==> src/rtl/vga_timing_gen.sv <==
// VGA raster timing generator: free-running pixel/line counters with sync and
// display-enable outputs delayed to line up with the renderers' output register.
module vga_timing_gen #(
  parameter int H_VISIBLE  = 640,
  parameter int H_FP       = 16,
  parameter int H_SYNC     = 96,
  parameter int H_BP       = 48,
  parameter int V_VISIBLE  = 480,
  parameter int V_FP       = 10,
  parameter int V_SYNC     = 2,
  parameter int V_BP       = 33,
  parameter int PIPE_DELAY = 1
) (
  input  logic       vga_clk,
  input  logic       reset_n,
  output logic [9:0] DrawX,
  output logic [9:0] DrawY,
  output logic       blank,
  output logic       hs,
  output logic       vs,
  output logic       frame_start,
  output logic       line_start
);

  localparam int H_TOTAL = H_VISIBLE + H_FP + H_SYNC + H_BP;
  localparam int V_TOTAL = V_VISIBLE + V_FP + V_SYNC + V_BP;

  localparam logic [9:0] H_LAST     = 10'(H_TOTAL - 1);
  localparam logic [9:0] V_LAST     = 10'(V_TOTAL - 1);
  localparam logic [9:0] H_VIS      = 10'(H_VISIBLE);
  localparam logic [9:0] V_VIS      = 10'(V_VISIBLE);
  localparam logic [9:0] H_SYNC_BEG = 10'(H_VISIBLE + H_FP);
  localparam logic [9:0] H_SYNC_END = 10'(H_VISIBLE + H_FP + H_SYNC);
  localparam logic [9:0] V_SYNC_BEG = 10'(V_VISIBLE + V_FP);
  localparam logic [9:0] V_SYNC_END = 10'(V_VISIBLE + V_FP + V_SYNC);

  // Delay-stage reset value: {blank, hs, vs} = idle, sync deasserted.
  localparam logic [2:0] PIPE_IDLE = 3'b011;

  logic [9:0] hc;
  logic [9:0] vc;
  logic [9:0] hc_next;
  logic [9:0] vc_next;
  logic       h_wrap;
  logic       blank_raw;
  logic       hs_raw;
  logic       vs_raw;
  logic [PIPE_DELAY-1:0][2:0] pipe;

  // Next-count logic; vc advances (and wraps) only on the hc wrap edge.
  always_comb begin
    h_wrap  = (hc == H_LAST);
    hc_next = hc + 10'd1;
    vc_next = vc;
    if (h_wrap) begin
      hc_next = 10'd0;
      if (vc == V_LAST) begin
        vc_next = 10'd0;
      end else begin
        vc_next = vc + 10'd1;
      end
    end else begin
      vc_next = vc;
    end
  end

  // Raster counters.
  always_ff @(posedge vga_clk or negedge reset_n) begin
    if (!reset_n) begin
      hc <= 10'd0;
      vc <= 10'd0;
    end else begin
      hc <= hc_next;
      vc <= vc_next;
    end
  end

  // Undelayed display-enable and active-low sync decodes.
  always_comb begin
    blank_raw = (hc < H_VIS) && (vc < V_VIS);
    hs_raw    = !((hc >= H_SYNC_BEG) && (hc < H_SYNC_END));
    vs_raw    = !((vc >= V_SYNC_BEG) && (vc < V_SYNC_END));
  end

  // Delay line so blank/hs/vs meet the pixel data for the same coordinate.
  always_ff @(posedge vga_clk or negedge reset_n) begin
    if (!reset_n) begin
      for (int i = 0; i < PIPE_DELAY; i++) begin
        pipe[i] <= PIPE_IDLE;
      end
    end else begin
      pipe[0] <= {blank_raw, hs_raw, vs_raw};
      for (int i = 1; i < PIPE_DELAY; i++) begin
        pipe[i] <= pipe[i-1];
      end
    end
  end

  assign DrawX       = hc;
  assign DrawY       = vc;
  assign blank       = pipe[PIPE_DELAY-1][2];
  assign hs          = pipe[PIPE_DELAY-1][1];
  assign vs          = pipe[PIPE_DELAY-1][0];
  assign line_start  = (hc == 10'd0);
  assign frame_start = (hc == 10'd0) && (vc == 10'd0);

endmodule

==> config.mk <==
export PLATFORM = sky130hd
export DESIGN_NAME = vga_timing_gen
export DESIGN_NICKNAME = d
export VERILOG_FILES = /design/src/rtl/vga_timing_gen.sv
export SDC_FILE = /design/constraint.sdc
export NUM_CORES = 1
export LEC_CHECK = 0
export CORE_ASPECT_RATIO = 0.75
export CORE_MARGIN = 2
export CORE_UTILIZATION = 52
export CTS_CLUSTER_DIAMETER = 50
export DETAILED_ROUTE_END_ITERATION = 10
export PLACE_DENSITY = 0.95
export SLEW_MARGIN = 20
export SYNTH_ARGS = -nofsm -noshare
export SYNTH_HDL_FRONTEND = slang
export SYNTH_SLANG_ARGS = --single-unit
==> constraint.sdc <==
create_clock -name vga_clk -period 2.8 [get_ports vga_clk]
set_clock_uncertainty 0.2 [all_clocks]
set_input_delay 0.7 -clock vga_clk [delete_from_list [all_inputs] [get_ports vga_clk]]
set_output_delay 0.7 -clock vga_clk [all_outputs]
set_load 0.02 [all_outputs]
==> results of run 1 <==
## cell families after synthesis
logic type,share of synthesized area
AND/OR/NAND/NOR,0.257
XOR/XNOR,0.0750
flip-flops,0.495
adder cells (fa/ha/maj),0.0429
buffers and inverters,0.0375
multiplexers,0.0182
AO/OA/AOI/OAI,0.0740
## cells in the final DEF, fill, tap and decap left out, types with 4 or more instances in the layout
master	Yosys	routed
and3_1	7	7
buf_4	1	7
clkdlybuf4s50_1	0	24
dfrtp_1	21	21
ha_1	4	4
inv_1	6	6
nand2_1	7	7
nand3_1	8	8
nand4_1	8	8
nor2_1	9	9
o21ai_0	5	5
xnor2_1	7	7
## power groups by stage
stage | Combinational, uW | Clock [uW] | Sequential, uW
6_report | 8.41 | 153 | 332
5_1_grt | 10.1 | 173 | 332
3_5_place_dp | 9.07 | 0 | 338
2_1_floorplan | 0.000249 | 0 | 339
3_3_place_gp | 8.64 | 0 | 338
4_1_cts | 9.07 | 159 | 332
## worst paths after layout
kind	start	end	slack [ns]	cells past startpoint
hold reg to reg	DrawY[7]	DrawY[7]	0.33	1
min in group asynchronous	reset_n	DrawY[7]	0.53	2
setup / recovery	DrawX[4]	frame_start	0.03	4
setup reg to reg	DrawX[0]	DrawY[7]	0.69	6
max in group asynchronous	reset_n	pipe[1]	1.59	2
hold / removal	DrawY[7]	DrawY[7]	0.33	1
## timing repair
item,CTS,global route
endpoints found under the setup margin,2,1
gates resized for setup,7,1
pin swaps,2,0
## sequential cells by signal, indices dropped and copies added (netlist names)
name,count
DrawX,10
DrawY,10
pipe,3
## critical path: cells and delay by family, from the launching register on
family        cells  cell delay, ns
flops             1            0.41
simple gates      3            1.02
buf+inv           1            0.13
## per-stage QoR
step / setup TNS [ns] / hold WS [ns] / util / worst slack (ns) / cells
final: 0 / 0.331 / 0.739 / 0.0311 / 172
after global routing: -0.00615 / 0.361 / 0.739 / -0.00615 / 172
after CTS: 0 / 0.333 / 0.737 / 0.0642 / 172
after detailed placement: -0.114 / 0.311 / 0.725 / -0.114 / 168
after global placement: -0.0799 / 0.310 / 0.725 / -0.0799 / 168
after floorplan: 0 / 0.204 / - / 0.0806 / 115
## per-layer routing
metal	global-route usage	share of wire
met5	0	0
met2	0.360	0.50
met3	0.0516	0.064
met4	0.0591	0.014
met1	0.322	0.43
## layout make-up
cell class | count | area share
tap | 24 | 0.0197
inverter | 6 | 0.0147
sequential | 23 | 0.378
clock buffer | 4 | 0.0172
multi-input combinational | 82 | 0.365
timing repair buffer | 33 | 0.205
==> qor.csv, run 1 <==
metric;value;unit
Max Slew Vio Count;0;
Final nets;155;
WS Path Type;register to output port;
commonest cells in the netlist;dfrtp_1, nor2_1, nand3_1, nand4_1;
Avg Inst Size Synth;10.2;um^2
storage element area;578;um^2
Clock Path Buffers;2;
f_max;0.361;GHz
share of cells above drive strength 1;0.122;
total of max-cap violations;0;
CTS clock-pin slew for the worst setup and hold paths;0.12;ns
Mapped Cells;115;
fill cell count;139;
RSZ-0062 raised after global routing;yes;
synthesis-stage register bit count;23;
Peak VDD IR;0.000208;V
worst-skew pair later-pin latency;0.31;ns
Comb power frac;0.017;
worst-path cell chain;or4_4, nor4_4, and4_1, buf_6;
DRC;0;
area leader, netlist;dfrtp_1;
share of the synthesized area in the top cell type;0.450;
I/O Buffers;26;
GP Congestion;0.924;
Critical Path Sink Type;output port;
total design power;494;uW
initial antenna violation count;0;
vias per cell;5.97;
die height;45.0;um
syn nets;121;
Seq/Total Area, Yosys;0.495;
Die X-Extent;58.7;um
Sw Ratio;0.210;
Worst-Margin Slew;0.437;ns
Internal;390;uW
TritonCTS clock tree;done;
Slowest-stage cell, CP;or4_4;
Main synth FF type;dfrtp_1;
number of synthesized flops with an enable pin;0;
Rel. slew slack;0.706;
PwrDens;323;mW/mm^2
WP data required;1.90;ns
CTS H-tree lvls;1;
starting density of the core;0.565;
vias in the first global route;917;
Synth Cell Area;0.00117;mm^2
outcome;completed;
first-pass GRT wire length;4460;um
final instance area;0.00153;mm^2
total CTS buffers;3;
Area contributors post-synth;dfrtp_1, xnor2_1, dfstp_2;
area of the multi-input gates;558;um^2
I/O pin cnt;27;
post-DP HPWL;1900;um
Worst Path Max Fanout;2;
total setup buffers inserted after CTS;0;
Detailed Routing Iterations Pass 1;4;
antenna-violating nets left;0;
DP Area;0.00150;mm^2
Root Buffer;clkbuf_4;
Core Footprint;0.00207;mm^2
Lkg Pwr;0.000684;uW
largest net degree at the start of global routing;24;
CTS Hold Bufs;0;
critical path's largest stage delay;0.56;ns
die area;0.00264;mm^2
Fin. Hold Viols;0;
Hold Path Class;register to register;
Rows;14;
FFs w/ async S/R, synth;1.00;
GRT Total Usage;0.228;
Sink Count;23;
final-report setup violation count;0;
yosys warns;0;
most frequent cell after synthesis;dfrtp_1;
net switching power;104;uW
min cycle time layout;2.77;ns
Ant. Diodes;0;
drt wl/cell;15.4;um
Worst setup SP type;register;
Area Growth Syn to Fin;30.9;%
drt total wl;2640;um
GRT overflow;0;
Seq pwr share;0.673;
clock power share;0.310;
Unique masters post-synth;33;
CP arrival;1.87;ns
Tcrit/Tclk final;0.989;
Via Count;1027;
number of DRC markers in iteration 0;64;
Note: power is estimated with default switching activity, not from simulation.
==> run 2: changes to the inputs <==
--- a/config.mk
+++ b/config.mk
@@ -5,12 +5,12 @@
 export SDC_FILE = /design/constraint.sdc
 export NUM_CORES = 1
 export LEC_CHECK = 0
-export CORE_ASPECT_RATIO = 0.75
+export CORE_ASPECT_RATIO = 1.2
 export CORE_MARGIN = 2
-export CORE_UTILIZATION = 52
+export CORE_UTILIZATION = 40
 export CTS_CLUSTER_DIAMETER = 50
 export DETAILED_ROUTE_END_ITERATION = 10
-export PLACE_DENSITY = 0.95
+export PLACE_DENSITY = 0.78
 export SLEW_MARGIN = 20
 export SYNTH_ARGS = -nofsm -noshare
 export SYNTH_HDL_FRONTEND = slang
==> run 2 against run 1 <==
- design area increased by 3.5%
- sequential share of layout area decreased by 1.3 points
- total power increased by 1.2%
==> qor.csv, run 2 (same netlist as run 1, synthesis figures left out) <==
metric;value;unit;change
outcome;completed;;
Rows;21;;+7
Hold Path Stages;1;;unchanged
Core Footprint;0.00279;mm^2;+35%
total CTS buffers;3;;unchanged
placed cells;183;;+8.9%
I/O pin cnt;27;;unchanged
fin worst setup slack;0.0924;ns;+0.0613 ns
vias per cell;5.31;;-11%
min cycle time layout;2.71;ns;-0.0613 ns
CTS Hold Bufs;0;;unchanged
f_max;0.369;GHz;+2.3%
Tcrit/Tclk final;0.967;;-0.0219
CTS clock-pin slew for the worst setup and hold paths;0.14;ns;+0.02 ns
DRC;0;;unchanged
first-pass GRT wire length;4300;um;-3.7%
Worst Path Max Fanout;2;;unchanged
GRT Total Usage;0.172;;-0.0559
Final Non-Filler Cells;188;;+9.3%
number of DRC markers in iteration 0;37;;-42%
CP arrival;1.81;ns;-0.06 ns
drt wl/cell;13.4;um;-13%
die area;0.00337;mm^2;+27%
WP data required;1.90;ns;about the same
Critical Path Sink Type;output port;;
hold path start;DrawY[8];;
Rel. slew slack;0.693;;-0.0134
antenna-violating nets left;0;;unchanged
worst-skew pair later-pin latency;0.31;ns;about the same
Area Growth Syn to Fin;35.5;%;
Worst setup SP type;register;;
Root Buffer;clkbuf_4;;
share of cells above drive strength 1;0.169;;+0.0472
PwrDens;316;mW/mm^2;-2.2%
Die X-Extent;53.3;um;-9.2%
vias in the first global route;955;;+4.1%
Worst-Margin Slew;0.461;ns;+0.0241 ns
Fin. Hold Viols;0;;unchanged
worst-path cell chain;or4_4, nor4_4, and4_1, buf_4;;
WS Path Type;register to output port;;
total of max-cap violations;0;;unchanged
Final Util;0.568;;-0.171
reg2reg path depth;5;;-1
largest net degree at the start of global routing;24;;unchanged
Max Slew Vio Count;0;;unchanged
post-DP HPWL;1840;um;-3.2%
Reg2Reg Launch Point;DrawX[5];;
Peak VDD IR;0.000182;V;-12%
initial antenna violation count;0;;unchanged
RSZ-0062 raised after global routing;no;;
Sink Count;23;;unchanged
commonest cells after routing, fill and taps aside;clkdlybuf4s50_1, dfrtp_1, buf_4;;
most common cell after layout, fill and taps aside;clkdlybuf4s50_1;;
Clock Path Buffers;2;;unchanged
TritonCTS clock tree;done;;
Lkg Pwr;0.000713;uW;+4.1%
Slowest-stage cell, CP;or4_4;;
Via Count;998;;-2.8%
Final nets;161;;+3.9%
Setup TNS;0;ns;unchanged
GRT overflow;0;;unchanged
worst slack, placed;-0.108;ns;+0.00654 ns
Worst Hold End;DrawY[8];;
critical path's largest stage delay;0.55;ns;about the same
I/O Buffers;26;;unchanged
starting density of the core;0.419;;-0.146
drt total wl;2520;um;-4.7%
CTS H-tree lvls;1;;unchanged
Detailed Routing Iterations Pass 1;4;;unchanged
die height;63.2;um;+40%
reg2reg end;DrawY[4];;
GP Congestion;0.802;;-13%
Hold Path Class;register to register;;
Ant. Diodes;0;;unchanged
flop2flop setup slack;0.60;ns;-0.09 ns
final-report setup violation count;0;;unchanged
run 2: final cells by class:
type                       instances  area (um^2)
clock buffer                       3         22.5
clock inverter                     1         5.00
fill                             264         1200
inverter                           6         22.5
multi-input combinational         82          558
sequential                        23          578
tap                               34         42.5
timing repair buffer              39          353
run 2: what timing repair did:
action	in CTS	in global routing
resized for setup	7	3
pin swaps	1	1
setup endpoints to repair	2	2
setup buffers	0	1
run 2: power by group:
part | leakage (uW) | switching, uW | total [uW] | internal (uW)
clock network | 0.0000177 | 105 | 159 | 53.4
registers | 0.000295 | 0 | 332 | 332
logic | 0.000400 | 6.36 | 8.50 | 2.14
run 2: how the worst max path moves through the flow:
stage | slack (ns) | endpoint | from
CTS | 0.007 | line_start | DrawX[4]
global placement | -0.09 | frame_start | DrawX[4]
global route | 0.01 | frame_start | DrawX[4]
finish | 0.09 | frame_start | DrawX[4]
detailed placement | -0.11 | frame_start | DrawX[4]
floorplan | 0.08 | frame_start | DrawX[4]
run 2: routing by layer:
layer  GRT usage  part of all wire
met5           0                 0
met4      0.0673             0.010
met3      0.0427             0.040
met2       0.279              0.52
met1       0.213              0.43
run 2: critical path, delay by kind of cell (launching register included):
kind	cells	cell delay, ns
simple gates	3	0.95
flops	1	0.41
buf+inv	1	0.14
run 2: metrics by stage:
step,hold WS [ns],cell area [um^2],power (uW)
after floorplan,0.204,1180,339
after global placement,0.307,1550,347
after detailed placement,0.312,1550,348
after CTS,0.333,1570,505
after global routing,0.342,1580,521
final,0.330,1580,499
==> run 3: changes to the inputs <==
--- a/config.mk
+++ b/config.mk
@@ -8,7 +8,8 @@
 export CORE_ASPECT_RATIO = 1.2
 export CORE_MARGIN = 2
 export CORE_UTILIZATION = 40
-export CTS_CLUSTER_DIAMETER = 50
+export CTS_CLUSTER_DIAMETER = 200
+export CTS_CLUSTER_SIZE = 16
 export DETAILED_ROUTE_END_ITERATION = 10
 export PLACE_DENSITY = 0.78
 export SLEW_MARGIN = 20
==> results of run 3 <==
Final layout, timing and power as in run 2 (identical DEF).
